--- config.mk ---
export PLATFORM = sky130hd
export DESIGN_NAME = ebi_bridge_mc_flat
export DESIGN_NICKNAME = d
export VERILOG_FILES = /design/src/rtl/ebi_bridge_mc_if.sv /design/src/rtl/ebi_bridge_mc.sv /design/src/flat_wrapper.sv
export SDC_FILE = /design/constraint.sdc
export NUM_CORES = 1
export LEC_CHECK = 0
export CAP_MARGIN = 10
export CORE_MARGIN = 4
export CORE_UTILIZATION = 30
export DETAILED_ROUTE_END_ITERATION = 8
export SYNTH_ARGS = -nofsm -noshare
export SYNTH_HDL_FRONTEND = slang
export SYNTH_SLANG_ARGS = --single-unit
--- constraint.sdc ---
create_clock -name clk -period 17.3 [get_ports clk]
set_input_delay 3.46 -clock clk [delete_from_list [all_inputs] [get_ports clk]]
set_output_delay 3.46 -clock clk [all_outputs]
set_load 0.03 [all_outputs]
--- src/rtl/ebi_bridge_mc_if.sv ---
// Purpose: bundles the EBI host bus, command FIFO and sample FIFO signals
//          seen by ebi_bridge_mc into one connection.
// Ports:   slave modport = bridge side; master modport = host/FIFO side.
interface ebi_bridge_mc_if #(
  parameter int DW        = 16,
  parameter int AW        = 19,
  parameter int CMD_WORDS = 5,
  parameter int NCH       = 2
) ();
  // EBI host bus
  logic [DW-1:0]           data_in;
  logic [DW-1:0]           data_out;
  logic [AW-1:0]           addr;
  logic                    rd;
  logic                    wr;
  logic                    cs;
  // command FIFO write side
  logic [CMD_WORDS*DW-1:0] cmd_fifo_data_in;
  logic                    cmd_fifo_wr_en;
  logic                    cmd_fifo_full;
  logic                    cmd_fifo_almost_full;
  logic                    cmd_fifo_empty;
  // sample FIFO read side, one FIFO per channel
  logic [NCH*DW-1:0]       sample_fifo_data_out;
  logic [NCH-1:0]          sample_fifo_rd_en;
  logic [NCH-1:0]          sample_fifo_empty;
  // level interrupt
  logic                    irq;

  modport slave (
    input  data_in, addr, rd, wr, cs,
    input  cmd_fifo_full, cmd_fifo_almost_full, cmd_fifo_empty,
    input  sample_fifo_data_out, sample_fifo_empty,
    output data_out, cmd_fifo_data_in, cmd_fifo_wr_en, sample_fifo_rd_en, irq
  );

  modport master (
    output data_in, addr, rd, wr, cs,
    output cmd_fifo_full, cmd_fifo_almost_full, cmd_fifo_empty,
    output sample_fifo_data_out, sample_fifo_empty,
    input  data_out, cmd_fifo_data_in, cmd_fifo_wr_en, sample_fifo_rd_en, irq
  );
endinterface

--- src/rtl/ebi_bridge_mc.sv ---
// Purpose: EBI slave that assembles CMD_WORDS written words into one command
//          FIFO entry and serves NCH prefetched sample channels plus STATUS/IRQ_MASK.
// Latency: bus inputs registered once; data_out valid 1 cycle after the
//          registered read strobe; irq 1 cycle after its status source.
// Backpressure: a command offered while the command FIFO is full is dropped
//          and flagged (CMD_OVF); reading an unprimed channel flags SMP_UNF.
// Ports:   clk, rst (async, active-high); bus = ebi_bridge_mc_if.slave.
module ebi_bridge_mc #(
  parameter int DW        = 16,
  parameter int AW        = 19,
  parameter int CMD_WORDS = 5,
  parameter int NCH       = 2
) (
  input  logic            clk,
  input  logic            rst,
  ebi_bridge_mc_if.slave  bus
);

  localparam int SMP_BASE  = CMD_WORDS + 1;
  localparam int MASK_ADDR = CMD_WORDS + NCH + 1;

  typedef enum logic [2:0] {IDLE, FETCH, CMD_PUSH, WAIT_RELEASE, RD_HOLD} state_t;
  typedef enum logic [1:0] {CH_EMPTY, CH_POP, CH_FULL} ch_state_t;

  // registered bus strobes
  logic [AW-1:0] addr_d;
  logic [DW-1:0] data_in_d;
  logic          rd_d, wr_d, rd_dd, wr_dd;

  state_t        state;
  logic [DW-1:0] words [CMD_WORDS];
  logic [DW-1:0] irq_mask;
  logic          cmd_ovf, smp_unf;
  logic [NCH-1:0] rd_sel;     // one-hot channel of the read being held
  logic           rd_ok;      // channel was primed when that read began
  logic           stat_rd;    // a STATUS read is in progress

  ch_state_t     ch_state [NCH];
  logic [DW-1:0] cap [NCH];
  logic [NCH-1:0] valid, smp_sel, consume, rd_en;

  logic [DW-1:0] status, rdata;
  logic          rd_fall, wr_start, clr_sticky, set_ovf, set_unf;

  always_ff @(posedge clk or posedge rst) begin
    if (rst) begin
      addr_d    <= '0;
      data_in_d <= '0;
      rd_d      <= 1'b0;
      wr_d      <= 1'b0;
      rd_dd     <= 1'b0;
      wr_dd     <= 1'b0;
    end else begin
      addr_d    <= bus.addr;
      data_in_d <= bus.data_in;
      rd_d      <= bus.rd & bus.cs;
      wr_d      <= bus.wr & bus.cs;
      rd_dd     <= rd_d;
      wr_dd     <= wr_d;
    end
  end

  assign rd_fall  = rd_dd & ~rd_d;
  // a write is acted on once, on its first registered cycle
  assign wr_start = wr_d & ~wr_dd;

  always_comb begin
    valid   = '0;
    smp_sel = '0;
    for (int c = 0; c < NCH; c++) begin
      valid[c]   = (ch_state[c] == CH_FULL);
      smp_sel[c] = (addr_d == AW'(SMP_BASE + c));
    end
  end

  always_comb begin
    status    = '0;
    status[0] = bus.cmd_fifo_full;
    status[1] = bus.cmd_fifo_almost_full;
    status[2] = bus.cmd_fifo_empty;
    status[3] = cmd_ovf;
    status[4] = smp_unf;
    for (int c = 0; c < NCH; c++) status[8+c] = valid[c];
  end

  // write-only and unmapped addresses read back as zero
  always_comb begin
    rdata = '0;
    if (addr_d == AW'(0))         rdata = status;
    if (addr_d == AW'(MASK_ADDR)) rdata = irq_mask;
    for (int c = 0; c < NCH; c++)
      if (smp_sel[c]) rdata = cap[c];
  end

  // a newly raised flag beats a simultaneous STATUS-read clear
  assign clr_sticky = rd_fall & stat_rd;
  assign set_ovf    = (state == CMD_PUSH) & bus.cmd_fifo_full;
  assign set_unf    = (state == RD_HOLD) & rd_fall & ~rd_ok;
  assign consume    = (state == RD_HOLD && rd_fall && rd_ok) ? rd_sel : '0;

  assign bus.cmd_fifo_wr_en = (state == CMD_PUSH) & ~bus.cmd_fifo_full;

  // word 1 lands in the most significant slot
  for (genvar k = 0; k < CMD_WORDS; k++) begin : g_cmd
    assign bus.cmd_fifo_data_in[(CMD_WORDS-1-k)*DW +: DW] = words[k];
  end

  always_ff @(posedge clk or posedge rst) begin
    if (rst) begin
      state        <= IDLE;
      for (int k = 0; k < CMD_WORDS; k++) words[k] <= '0;
      irq_mask     <= '0;
      cmd_ovf      <= 1'b0;
      smp_unf      <= 1'b0;
      rd_sel       <= '0;
      rd_ok        <= 1'b0;
      stat_rd      <= 1'b0;
      bus.data_out <= '0;
      bus.irq      <= 1'b0;
    end else begin
      if (rd_d) bus.data_out <= rdata;
      bus.irq <= |(status & irq_mask);
      cmd_ovf <= (cmd_ovf & ~clr_sticky) | set_ovf;
      smp_unf <= (smp_unf & ~clr_sticky) | set_unf;
      if (rd_d && addr_d == AW'(0)) stat_rd <= 1'b1;
      else if (rd_fall)             stat_rd <= 1'b0;

      case (state)
        IDLE: state <= FETCH;
        FETCH: begin
          if (wr_start) begin
            for (int k = 0; k < CMD_WORDS; k++)
              if (addr_d == AW'(k + 1)) words[k] <= data_in_d;
            if (addr_d == AW'(MASK_ADDR)) irq_mask <= data_in_d;
            if (addr_d == AW'(CMD_WORDS)) state <= CMD_PUSH;
          end else if (rd_d && |smp_sel) begin
            rd_sel <= smp_sel;
            rd_ok  <= |(smp_sel & valid);
            state  <= RD_HOLD;
          end
        end
        CMD_PUSH:     state <= WAIT_RELEASE;
        WAIT_RELEASE: if (!rd_d && !wr_d) state <= FETCH;
        RD_HOLD:      if (rd_fall) state <= FETCH;
        default:      state <= IDLE;
      endcase
    end
  end

  // Per-channel prefetch. rd_en is decoded from EMPTY so the 1-cycle FIFO
  // read data is present during POP, where it is captured.
  always_ff @(posedge clk or posedge rst) begin
    if (rst) begin
      for (int c = 0; c < NCH; c++) begin
        ch_state[c] <= CH_EMPTY;
        cap[c]      <= '0;
      end
    end else begin
      for (int c = 0; c < NCH; c++) begin
        case (ch_state[c])
          CH_EMPTY: if (!bus.sample_fifo_empty[c]) ch_state[c] <= CH_POP;
          CH_POP: begin
            cap[c]      <= bus.sample_fifo_data_out[c*DW +: DW];
            ch_state[c] <= CH_FULL;
          end
          CH_FULL: if (consume[c]) ch_state[c] <= CH_EMPTY;
          default: ch_state[c] <= CH_EMPTY;
        endcase
      end
    end
  end

  always_comb begin
    rd_en = '0;
    for (int c = 0; c < NCH; c++)
      rd_en[c] = ~rst & (ch_state[c] == CH_EMPTY) & ~bus.sample_fifo_empty[c];
  end
  assign bus.sample_fifo_rd_en = rd_en;

endmodule

--- src/flat_wrapper.sv ---
// flat-port wrapper written by rule: the top's interface ports become plain ports
module ebi_bridge_mc_flat 
#(
  parameter int DW        = 16,
  parameter int AW        = 19,
  parameter int CMD_WORDS = 5,
  parameter int NCH       = 2
)
  (clk, rst, bus_data_in, bus_addr, bus_rd, bus_wr, bus_cs, bus_cmd_fifo_full, bus_cmd_fifo_almost_full, bus_cmd_fifo_empty, bus_sample_fifo_data_out, bus_sample_fifo_empty, bus_data_out, bus_cmd_fifo_data_in, bus_cmd_fifo_wr_en, bus_sample_fifo_rd_en, bus_irq);
  ebi_bridge_mc_if #(.DW(DW), .AW(AW), .CMD_WORDS(CMD_WORDS), .NCH(NCH)) bus_i ();
  input  logic clk;
  input  logic rst;
  input wire logic [$bits(bus_i.data_in)-1:0] bus_data_in;
  input wire logic [$bits(bus_i.addr)-1:0] bus_addr;
  input wire logic [$bits(bus_i.rd)-1:0] bus_rd;
  input wire logic [$bits(bus_i.wr)-1:0] bus_wr;
  input wire logic [$bits(bus_i.cs)-1:0] bus_cs;
  input wire logic [$bits(bus_i.cmd_fifo_full)-1:0] bus_cmd_fifo_full;
  input wire logic [$bits(bus_i.cmd_fifo_almost_full)-1:0] bus_cmd_fifo_almost_full;
  input wire logic [$bits(bus_i.cmd_fifo_empty)-1:0] bus_cmd_fifo_empty;
  input wire logic [$bits(bus_i.sample_fifo_data_out)-1:0] bus_sample_fifo_data_out;
  input wire logic [$bits(bus_i.sample_fifo_empty)-1:0] bus_sample_fifo_empty;
  output wire logic [$bits(bus_i.data_out)-1:0] bus_data_out;
  output wire logic [$bits(bus_i.cmd_fifo_data_in)-1:0] bus_cmd_fifo_data_in;
  output wire logic [$bits(bus_i.cmd_fifo_wr_en)-1:0] bus_cmd_fifo_wr_en;
  output wire logic [$bits(bus_i.sample_fifo_rd_en)-1:0] bus_sample_fifo_rd_en;
  output wire logic [$bits(bus_i.irq)-1:0] bus_irq;
  assign bus_i.data_in = bus_data_in;
  assign bus_i.addr = bus_addr;
  assign bus_i.rd = bus_rd;
  assign bus_i.wr = bus_wr;
  assign bus_i.cs = bus_cs;
  assign bus_i.cmd_fifo_full = bus_cmd_fifo_full;
  assign bus_i.cmd_fifo_almost_full = bus_cmd_fifo_almost_full;
  assign bus_i.cmd_fifo_empty = bus_cmd_fifo_empty;
  assign bus_i.sample_fifo_data_out = bus_sample_fifo_data_out;
  assign bus_i.sample_fifo_empty = bus_sample_fifo_empty;
  assign bus_data_out = bus_i.data_out;
  assign bus_cmd_fifo_data_in = bus_i.cmd_fifo_data_in;
  assign bus_cmd_fifo_wr_en = bus_i.cmd_fifo_wr_en;
  assign bus_sample_fifo_rd_en = bus_i.sample_fifo_rd_en;
  assign bus_irq = bus_i.irq;
  ebi_bridge_mc #(.DW(DW), .AW(AW), .CMD_WORDS(CMD_WORDS), .NCH(NCH)) u_core (.clk(clk), .rst(rst), .bus(bus_i));
endmodule
==> metrics.txt <==
outcome=finished, final reports clean; pin count of the biggest net entering global routing=114; Worst EP required=approximately 14000 ps; setup bufs post-CTS=0; pre-CTS WS=8900 ps; setup violators final=0; H-tree depth=4; relative slew slack=~28%; syn avg cell area=15.0 sq um; Initial Util=a little under a third; CTS tree=done; DP Area=just under 10000 sq um; Placer Congestion=roughly 0.8; hold_buf cts=0; RSZ-0062 raised after global routing=false; IO Port Bufs=about 180; Synth cell types=43; first-pass GRT wire length=31600 microns; die footprint=about 28000 sq um; kind of critical path=in2out; multi-input logic area=roughly 2600 sq um; total global-route track usage=~14%; drt pass-1 iters=4; critical path's slowest cell=clkdlybuf4s50_1; Root Driver=clkbuf_16; post-route cell area=10300 sq um; f_max=between 100 and 150 MHz; VDD IR-drop max=between 70 and 80 uV; Hold Path Class=reg2reg; core area=about 25000 sq um; Largest stage delay, worst path=720 ps; Congestion Overflow GR=0; worst path arrival time=between 4000 and 5000 ps; starting DRC count in detailed routing=~260; Std-Cell Rows=just under 60; clk sink count=197; Final min period=8410 ps; CP Cell Sequence=clkdlybuf4s50_1 -> nor4_1 -> clkdlybuf4s50_1; Final period util=between 40% and 50%; worst-path fanout max=3; max-slew violation count=0; Clock Skew=roughly 13 ps; Top FF cell, synth=dfrtp_1; Clock Latency Late Sink=between 400 and 500 ps; Routed WL=about 20000 microns; clock edge transition at the registers on the reported setup and hold paths=70 ps; LEAKAGE=about 4.6 nW; syn nets=slightly below 600; max-cap viol count=0; Num CTS Buffers=17; Seq/Total Area, Yosys=between 60 and 70%; post-route ant nets=0; register area=about 4900 sq um; CTS resizes=0; CP most frequent cell=clkdlybuf4s50_1; Critical Path Start Type=input pin; Nets=approximately 760; I/O pin total=between 150 and 200; synth-to-layout area growth=34.1%; post-DP HPWL=14000 microns; DR vias=~5000; worst setup margin=a little under 9000 ps; Clock Path Buffers=2; Slew @ Worst Pin=1070 ps; final hold viol count=0; Die Wd=between 150 and 200 microns; Worst setup EP type=primary output; PD cells=between 100 and 150 nW/um^2; FF+latch count, synth=between 150 and 200; antenna violations before repair=0; # fillers=2372; vias in the first global route=~5500; Post-Synthesis Cell Area=roughly 7700 sq um; DR WL/cell=19.6 microns; setup TNS=0 ps; cells after synthesis=around 520; layout cells sized above 1=26.4%; EDFF count, synth=0; DIE HEIGHT=roughly 170 microns; # DRC=0; YS warnings=0; via/cell ratio=between 4 and 5; fraction of registers with async set/reset=100%; diode count=0
[layout by cell type (no fill, tap or decap), drive strengths merged, types with 7 or more instances in the layout]
| master | Yosys | layout |
|---|---|---|
| nand4 | 11 | 11 |
| clkdlybuf4s50 | 0 | 176 |
| nor2b | 7 | 7 |
| o32ai | 9 | 9 |
| clkbuf | 20 | 17 |
| o21ai | 10 | 10 |
| nand2b | 9 | 9 |
| mux2i | 8 | 8 |
| a41oi | 12 | 12 |
| nand2 | 8 | 8 |
| o211ai | 10 | 10 |
| dfrtp | 197 | 197 |
| mux2 | 135 | 135 |
| a21oi | 11 | 11 |
| inv | 10 | 18 |
[metal layers]
metal | share of wire (%) | up-vias | GRT usage [%] | wire (microns)
met1 | 46 | 2539 | 19.2 | 9240
li1 | - | 2227 | - | -
met2 | 48 | 162 | 23.3 | 9590
met4 | 0.91 | 0 | 3.03 | 184
met5 | 0 | - | 0 | 0
met3 | 5.8 | 15 | 4.44 | 1170
[area by class of cell]
type                       count  share of cell area (%)
clock buffer                  17                    4.11
clock inverter                15                    1.33
inverter                      11                   0.472
multi-input combinational    277                    25.0
sequential                   197                    47.7
tap                          330                    3.99
timing repair buffer         181                    17.4
[worst max-delay path, delay by kind of cell]
family	cells	cell delay (ps)
simple gates	1	230
buf+inv	2	1250
[flip-flops by register name, summed over array words and instances (netlist names)]
| register | flops |
|---|---|
| u_core.wr_d | 1 |
| u_core.stat_rd | 1 |
| u_core.rd_sel | 2 |
| u_core.state | 3 |
| u_core.ch_state | 4 |
| u_core.smp_unf | 1 |
| u_core.rd_dd | 1 |
| u_core.rd_d | 1 |
| u_core.cmd_ovf | 1 |
| u_core.irq_mask | 16 |
| u_core.bus.cmd_fifo_data_in | 80 |
| u_core.addr_d | 19 |
| u_core.bus.irq | 1 |
| u_core.rd_ok | 1 |
| u_core.wr_dd | 1 |
| u_core.data_in_d | 16 |
| u_core.bus.data_out | 16 |
| u_core.cap | 32 |
[cell usage after synthesis (2+ instances only)]
library cell  count  area, sq um
nor2b_1           7         43.8
nand4_4           3         63.8
o211ai_1         10         75.1
mux2i_1           8         80.1
dfrtp_1         197         4930
a222oi_1          2         20.0
buf_6             4         45.0
and4_1            3         26.3
nand3_1           4         20.0
nand2_1           8         30.0
inv_1            10         37.5
o221ai_1          4         35.0
nor3_1            5         25.0
mux2_2          135         1520
buf_4             2         15.0
and2_1            4         25.0
nand4_1           7         43.8
nor4_1            5         31.3
a41oi_1          12          105
o21ai_0          10         50.1
nor2_1            4         15.0
or3b_2            2         17.5
clkbuf_1         20         75.1
a21oi_1          11         55.1
o32ai_1           9         78.8
buf_2             3         15.0
a211oi_1          2         15.0
nand2b_1          9         56.3
[where the power goes]
part | switching [W] | total (W) | internal [W]
clock network | 0.000191 | 0.000381 | 0.000191
logic | 0.0000556 | 0.000128 | 0.0000723
registers | 0.0000321 | 0.000542 | 0.000510
total | 0.000279 | 0.00105 | 0.000773
[path summary, 6_finish.rpt]
path,startpoint,slack [ps],cells past startpoint,to
hold reg to reg,u_core.wr_d$_DFF_PP0_,440,0,u_core.wr_dd$_DFF_PP0_
hold / removal,u_core.wr_d$_DFF_PP0_,440,0,u_core.wr_dd$_DFF_PP0_
max in group asynchronous,rst,12090,3,u_core.bus.cmd_fifo_data_in[55]$_DFFE_PP0P_
min in group asynchronous,rst,3630,2,u_core.cap[19]$_DFFE_PP0N_
setup reg to reg,u_core.addr_d[10]$_DFF_PP0_,14420,6,u_core.bus.cmd_fifo_data_in[78]$_DFFE_PP0P_
setup / recovery,rst,8890,3,bus_sample_fifo_rd_en[0]
[cells by family (layout without fill, tap and decap cells)]
family	after synthesis	after routing	share of synthesized area (%)
multiplexers	143	143	20.7
buffers and inverters	41	224	2.53
AND/OR/NAND/NOR	67	67	6.45
AO/OA/AOI/OAI	67	67	6.37
flip-flops	197	197	63.9
[stage by stage]
| stage | hold WS [ps] | total power [W] | instances | util (%) |
|---|---|---|---|---|
| 6_report | 444 | 0.00105 | 1028 | 41.0 |
| 5_1_grt | 454 | 0.00110 | 1028 | 41.0 |
| 4_1_cts | 448 | 0.00107 | 1028 | 41.0 |
| 3_5_place_dp | 431 | 0.000679 | 996 | 38.7 |
| 3_3_place_gp | 425 | 0.000674 | 996 | 38.7 |
| 2_1_floorplan | 365 | 0.000629 | 515 | - |
No activity file was read; power rests on OpenSTA's default activity.
